File: src/rtl/dinorun_pkg.sv
// dinorun_pkg: shared screen geometry and VGA 640x480 @ 60 Hz timing constants.
// All raster region bounds are derived here from the porch/sync widths so that
// the timing generator never carries bare literals.
package dinorun_pkg;

    localparam int ScreenWidth  = 640;
    localparam int ScreenHeight = 480;

    // Horizontal timing, in pixel clocks.
    localparam int HFrontPorch = 16;
    localparam int HSyncWidth  = 96;
    localparam int HBackPorch  = 48;
    localparam int HTotal      = ScreenWidth + HFrontPorch + HSyncWidth + HBackPorch; // 800

    // Vertical timing, in lines.
    localparam int VFrontPorch = 10;
    localparam int VSyncWidth  = 2;
    localparam int VBackPorch  = 33;
    localparam int VTotal      = ScreenHeight + VFrontPorch + VSyncWidth + VBackPorch; // 525

    typedef logic [9:0] coord_t;

    // Region bounds as coordinates (half-open: start <= c < end).
    localparam coord_t HVisEnd    = coord_t'(ScreenWidth);
    localparam coord_t HSyncStart = coord_t'(ScreenWidth + HFrontPorch);
    localparam coord_t HSyncEnd   = coord_t'(ScreenWidth + HFrontPorch + HSyncWidth);
    localparam coord_t VVisEnd    = coord_t'(ScreenHeight);
    localparam coord_t VSyncStart = coord_t'(ScreenHeight + VFrontPorch);
    localparam coord_t VSyncEnd   = coord_t'(ScreenHeight + VFrontPorch + VSyncWidth);

endpackage

File: src/rtl/wrap_counter.sv
// wrap_counter: modulo-(Max+1) up-counter with synchronous active-high reset.
//   clk_i   - clock
//   rst_i   - synchronous reset, active high, clears the count
//   inc_i   - advance by one on this edge
//   count_o - current count, 0..Max
//   wrap_o  - high while count_o == Max (the next increment wraps to 0)
module wrap_counter #(
    parameter int Max   = 1,
    parameter int Width = 1
) (
    input  logic             clk_i,
    input  logic             rst_i,
    input  logic             inc_i,
    output logic [Width-1:0] count_o,
    output logic             wrap_o
);

    localparam logic [Width-1:0] MaxVal = Width'(Max);

    // Exact compare against Max: the count never reaches Max+1.
    assign wrap_o = (count_o == MaxVal);

    // NOTE: sequential state uses non-blocking assignments so every register
    // samples pre-edge values, independent of block ordering.
    always_ff @(posedge clk_i) begin
        if (rst_i) begin
            count_o <= '0;
        end else if (inc_i) begin
            count_o <= wrap_o ? '0 : count_o + 1'b1;
        end
    end

endmodule

File: src/rtl/vga_timing.sv
// vga_timing: 640x480 @ 60 Hz raster timing from the 25.175 MHz pixel clock.
//   clk_i         - pixel clock
//   rst_i         - synchronous reset, active high (overrides en_i)
//   en_i          - pixel-advance enable; gates every state update
//   hsync_o       - horizontal sync, active low
//   vsync_o       - vertical sync, active low
//   visible_o     - high inside the 640x480 visible area
//   pixel_x_o     - horizontal position 0..799
//   pixel_y_o     - vertical position 0..524
//   line_start_o  - high for the pixel with x == 0
//   frame_start_o - high for the pixel with x == 0 and y == 0
//   frame_count_o - completed frames, wraps modulo 2^FrameCountWidth
// Every output is a registered decode of the same (h, v) counter pair, so all
// outputs describe one pixel in one cycle. Strobes hold while en_i is low.
module vga_timing
    import dinorun_pkg::*;
#(
    parameter int FrameCountWidth = 16
) (
    input  logic                       clk_i,
    input  logic                       rst_i,
    input  logic                       en_i,
    output logic                       hsync_o,
    output logic                       vsync_o,
    output logic                       visible_o,
    output logic [9:0]                 pixel_x_o,
    output logic [9:0]                 pixel_y_o,
    output logic                       line_start_o,
    output logic                       frame_start_o,
    output logic [FrameCountWidth-1:0] frame_count_o
);

    coord_t                     h_cnt;
    coord_t                     v_cnt;
    logic                       h_wrap;
    logic                       v_wrap;
    logic [FrameCountWidth-1:0] frame_cnt;

    wrap_counter #(.Max(HTotal - 1), .Width($bits(coord_t))) u_h_cnt (
        .clk_i   (clk_i),
        .rst_i   (rst_i),
        .inc_i   (en_i),
        .count_o (h_cnt),
        .wrap_o  (h_wrap)
    );

    wrap_counter #(.Max(VTotal - 1), .Width($bits(coord_t))) u_v_cnt (
        .clk_i   (clk_i),
        .rst_i   (rst_i),
        .inc_i   (h_wrap & en_i),
        .count_o (v_cnt),
        .wrap_o  (v_wrap)
    );

    always_ff @(posedge clk_i) begin
        if (rst_i) begin
            hsync_o       <= 1'b1;
            vsync_o       <= 1'b1;
            visible_o     <= 1'b0;
            pixel_x_o     <= '0;
            pixel_y_o     <= '0;
            line_start_o  <= 1'b0;
            frame_start_o <= 1'b0;
            frame_count_o <= '0;
            frame_cnt     <= '0;
        end else if (en_i) begin
            hsync_o       <= !((h_cnt >= HSyncStart) && (h_cnt < HSyncEnd));
            vsync_o       <= !((v_cnt >= VSyncStart) && (v_cnt < VSyncEnd));
            visible_o     <= (h_cnt < HVisEnd) && (v_cnt < VVisEnd);
            pixel_x_o     <= h_cnt;
            pixel_y_o     <= v_cnt;
            line_start_o  <= (h_cnt == '0);
            frame_start_o <= (h_cnt == '0) && (v_cnt == '0);
            // frame_cnt bumps on the (799,524)->(0,0) edge; the output copy
            // lags one enabled edge so the new value lands with frame_start_o.
            frame_count_o <= frame_cnt;
            if (h_wrap && v_wrap) begin
                frame_cnt <= frame_cnt + 1'b1;
            end
        end
    end

endmodule

File: config.mk
export PLATFORM = sky130hd
export DESIGN_NAME = vga_timing
export DESIGN_NICKNAME = d
export VERILOG_FILES = /design/src/rtl/dinorun_pkg.sv /design/src/rtl/wrap_counter.sv /design/src/rtl/vga_timing.sv
export SDC_FILE = /design/constraint.sdc
export NUM_CORES = 1
export LEC_CHECK = 0
export ABC_CLOCK_PERIOD_IN_PS = 2000
export BUFFER_PORTS_ARGS = -buffer_cell sky130_fd_sc_hd__buf_2
export CAP_MARGIN = 20
export CORE_MARGIN = 2
export CORE_UTILIZATION = 53
export CTS_CLUSTER_SIZE = 12
export DETAILED_ROUTE_END_ITERATION = 6
export MAX_ROUTING_LAYER = met4
export PLACE_DENSITY = 0.73
export SLEW_MARGIN = 20
export SYNTH_ARGS = -nofsm -noshare
export SYNTH_HDL_FRONTEND = slang
export SYNTH_SLANG_ARGS = --single-unit
File: constraint.sdc
create_clock -name clk_i -period 2 [get_ports clk_i]
set_input_delay 0.1 -clock clk_i [delete_from_list [all_inputs] [get_ports clk_i]]
set_output_delay 0.1 -clock clk_i [all_outputs]
set_load 0.02 [all_outputs]
==> results.json <==
{
  "status": "completed",
  "die_h_um": 83.3,
  "syn_inst": 354,
  "worst_slew_pin_slew_ps": 437,
  "grt.overflow.total": 0,
  "r2r-start": "u_h_cnt.count_o[0]",
  "leakagePower_nw": 1.65,
  "layout_setup_ws_ps": 163,
  "r2r_end": "frame_cnt[9]",
  "layout-drive-gt1-share": 0.218,
  "drt_first_pass_iters": 4,
  "maxCapViolCount": 0,
  "wl_mm": 6.46,
  "most-common-layout-cells": "76 x dfxtp_1, 71 x nor2_1, 43 x buf_2",
  "syn_avg_cell_area_um2": 9.41,
  "coreArea_mm2": 0.00599,
  "first_global_vias": 2313,
  "layout_commonest_cell": "dfxtp_1",
  "die_area_mm2": 0.00694,
  "clk_pin_slew_worst_paths_ps": 70,
  "power_density_mw_per_mm2": 728,
  "fin_setup_tns_ps": 0,
  "place_inst": 463,
  "cpPeakStageDelay_ps": 380,
  "critPathLaunchType": "register",
  "peakVddDrop_v": 0.000444,
  "cts_sinks": 77,
  "cts-root-buf": "clkbuf_8",
  "fmax_mhz": 544,
  "gr-usage-met2": 0.293,
  "grt_busiest_layer": "met2",
  "grt_use_met3": 0.0328,
  "antenna_left": 0,
  "worstSkewPairLatency_ps": 350,
  "viasPerCell": 5.29,
  "syn-num-nets": 363,
  "critPathCaptureType": "register",
  "cts_tree": "yes",
  "io_pins": 44,
  "ys_types": 37,
  "holdPathEnd": "u_h_cnt.count_o[1]",
  "grt_use_total": 0.199,
  "finish.instance_area_mm2": 0.00386,
  "hold_path.class": "in2reg",
  "place_area_mm2": 0.00364,
  "syn_area_mm2": 0.00333,
  "hold_slack_ps": 95.0,
  "fin_crit_sh": 0.919,
  "whs_path_depth": 3,
  "timing.final.max_slew_violations": 0,
  "initial_utilization": 0.556,
  "synth_enable_flop_cells": 0,
  "cts_setup_buffers": 0,
  "drt_iter0_markers": 124,
  "skew_ps": 7.90,
  "ys_ff_latch": 77,
  "via_count": 2533,
  "rsz0062_at_grt": "no",
  "critPathArrivalTime_ps": 2060,
  "avgRoutedWirePerCell_um": 13.5,
  "post_cts_resized": 0,
  "critical_path_class": "reg2reg",
  "synth_flop_cell": "dfxtp_1",
  "rows": 28,
  "p_total_mw": 2.81,
  "area.growth.synth_to_final_pct": 15.7,
  "yosysWarnings": 0,
  "finalSetupViolations": 0,
  "async_reset_ff_frac": 0,
  "num_antenna_cells": 0,
  "cts_buffers": 9,
  "dpl_worst_slack_ps": 99.5,
  "nets": 408,
  "slew-limit-headroom": 0.708,
  "cp_cell_sequence": "ha_1 > and3_2 > nand4_2 > buf_4 > nor4_1 > xnor2_1 > nor2_1",
  "layout_min_cycle_time_ps": 1840,
  "worstHoldStart": "en_i",
  "r2r_slack_ps": 160,
  "met1_usage": 0.269,
  "die_w_um": 83.3,
  "htreeDepth": 3,
  "final_util": 0.644,
  "port_buffers": 43,
  "ys_seq_area_frac": 0.463,
  "drc": 0,
  "clk_path_buf_depth": 2,
  "fin_cells": 479,
  "grt_pass1_wl_mm": 11.0,
  "crit_path_max_fanout": 17,
  "worstPathRequired_ps": 2220,
  "cpMaxStageDelayCell": "dfxtp_1",
  "cts_hold_buf": 0,
  "hold_viol_final": 0,
  "grt_max_degree": 28,
  "dp_hpwl_mm": 4.39,
  "antenna_found_initial": 0,
  "routabilityCongestion": 0.874,
  "r2r_cells": 7
}
routing by layer:
| layer | vias up | wire length [µm] |
|---|---|---|
| met5 | - | 0 |
| met4 | 0 | 92 |
| met3 | 10 | 300 |
| met2 | 60 | 2870 |
| met1 | 1168 | 3190 |
| li1 | 1295 | - |
final cells by class:
| class | count | area (µm²) |
|---|---|---|
| fill | 519 | 2130 |
| tap | 75 | 93.8 |
| clock inverter | 4 | 47.5 |
| multi-input combinational | 244 | 1670 |
| sequential | 77 | 1540 |
| timing repair buffer | 57 | 320 |
| inverter | 10 | 37.5 |
| clock buffer | 12 | 145 |
how the worst max path moves through the flow:
stage                            start            end  slack, ps
finish              u_h_cnt.count_o[0]   frame_cnt[9]        160
global route        u_h_cnt.count_o[0]   frame_cnt[6]         30
CTS                 u_h_cnt.count_o[1]  frame_cnt[15]         50
detailed placement  u_h_cnt.count_o[1]   frame_cnt[5]        100
global placement    u_h_cnt.count_o[1]   frame_cnt[9]        200
floorplan           u_h_cnt.count_o[1]  frame_cnt[10]        240
worst max-delay path, delay by kind of cell, from the launching register on:
| family | cells | cell delay, ps |
|---|---|---|
| buf+inv | 1 | 230 |
| simple gates | 4 | 740 |
| fa+ha+maj | 1 | 200 |
| flops | 1 | 380 |
| xor+xnor | 1 | 160 |
cells in the mapped netlist, types with 5 or more instances:
master    count  area, µm²
a21oi_1       7       35.0
and3_1        6       37.5
buf_1         5       18.8
buf_2         7       35.0
clkbuf_1      9       33.8
dfxtp_1      77       1540
ha_1          6       75.1
inv_1        10       37.5
mux2i_1      37        370
nand2_1      16       60.1
nand3_1      13       65.1
nand4_1      10       62.6
nor2_1       71        267
nor3_1        9       45.0
nor4_1        8       50.1
nor4_2        5       62.6
xnor2_1      17        149
xor2_1       13        114
registers in the layout, indices dropped and copies added (netlist names):
register         flops
pixel_x_o           10
u_h_cnt.count_o     10
hsync_o              1
frame_count_o       16
pixel_y_o           10
vsync_o              1
frame_start_o        1
line_start_o         1
visible_o            1
frame_cnt           16
u_v_cnt.count_o     10
cells by family after synthesis:
family / synth area share
and+or+nand+nor: 0.252
DFF: 0.463
muxes: 0.115
buffers and inverters: 0.0443
xor gates and xnor gates: 0.0789
AOI/OAI and AO/OA: 0.0252
adders and majority gates: 0.0225
where the power goes:
group | switching (mW) | internal, mW
Sequential | 0.00695 | 1.54
Clock | 0.544 | 0.607
Combinational | 0.0699 | 0.0378
Total | 0.621 | 2.19
No activity file was read; power rests on OpenSTA's default activity.
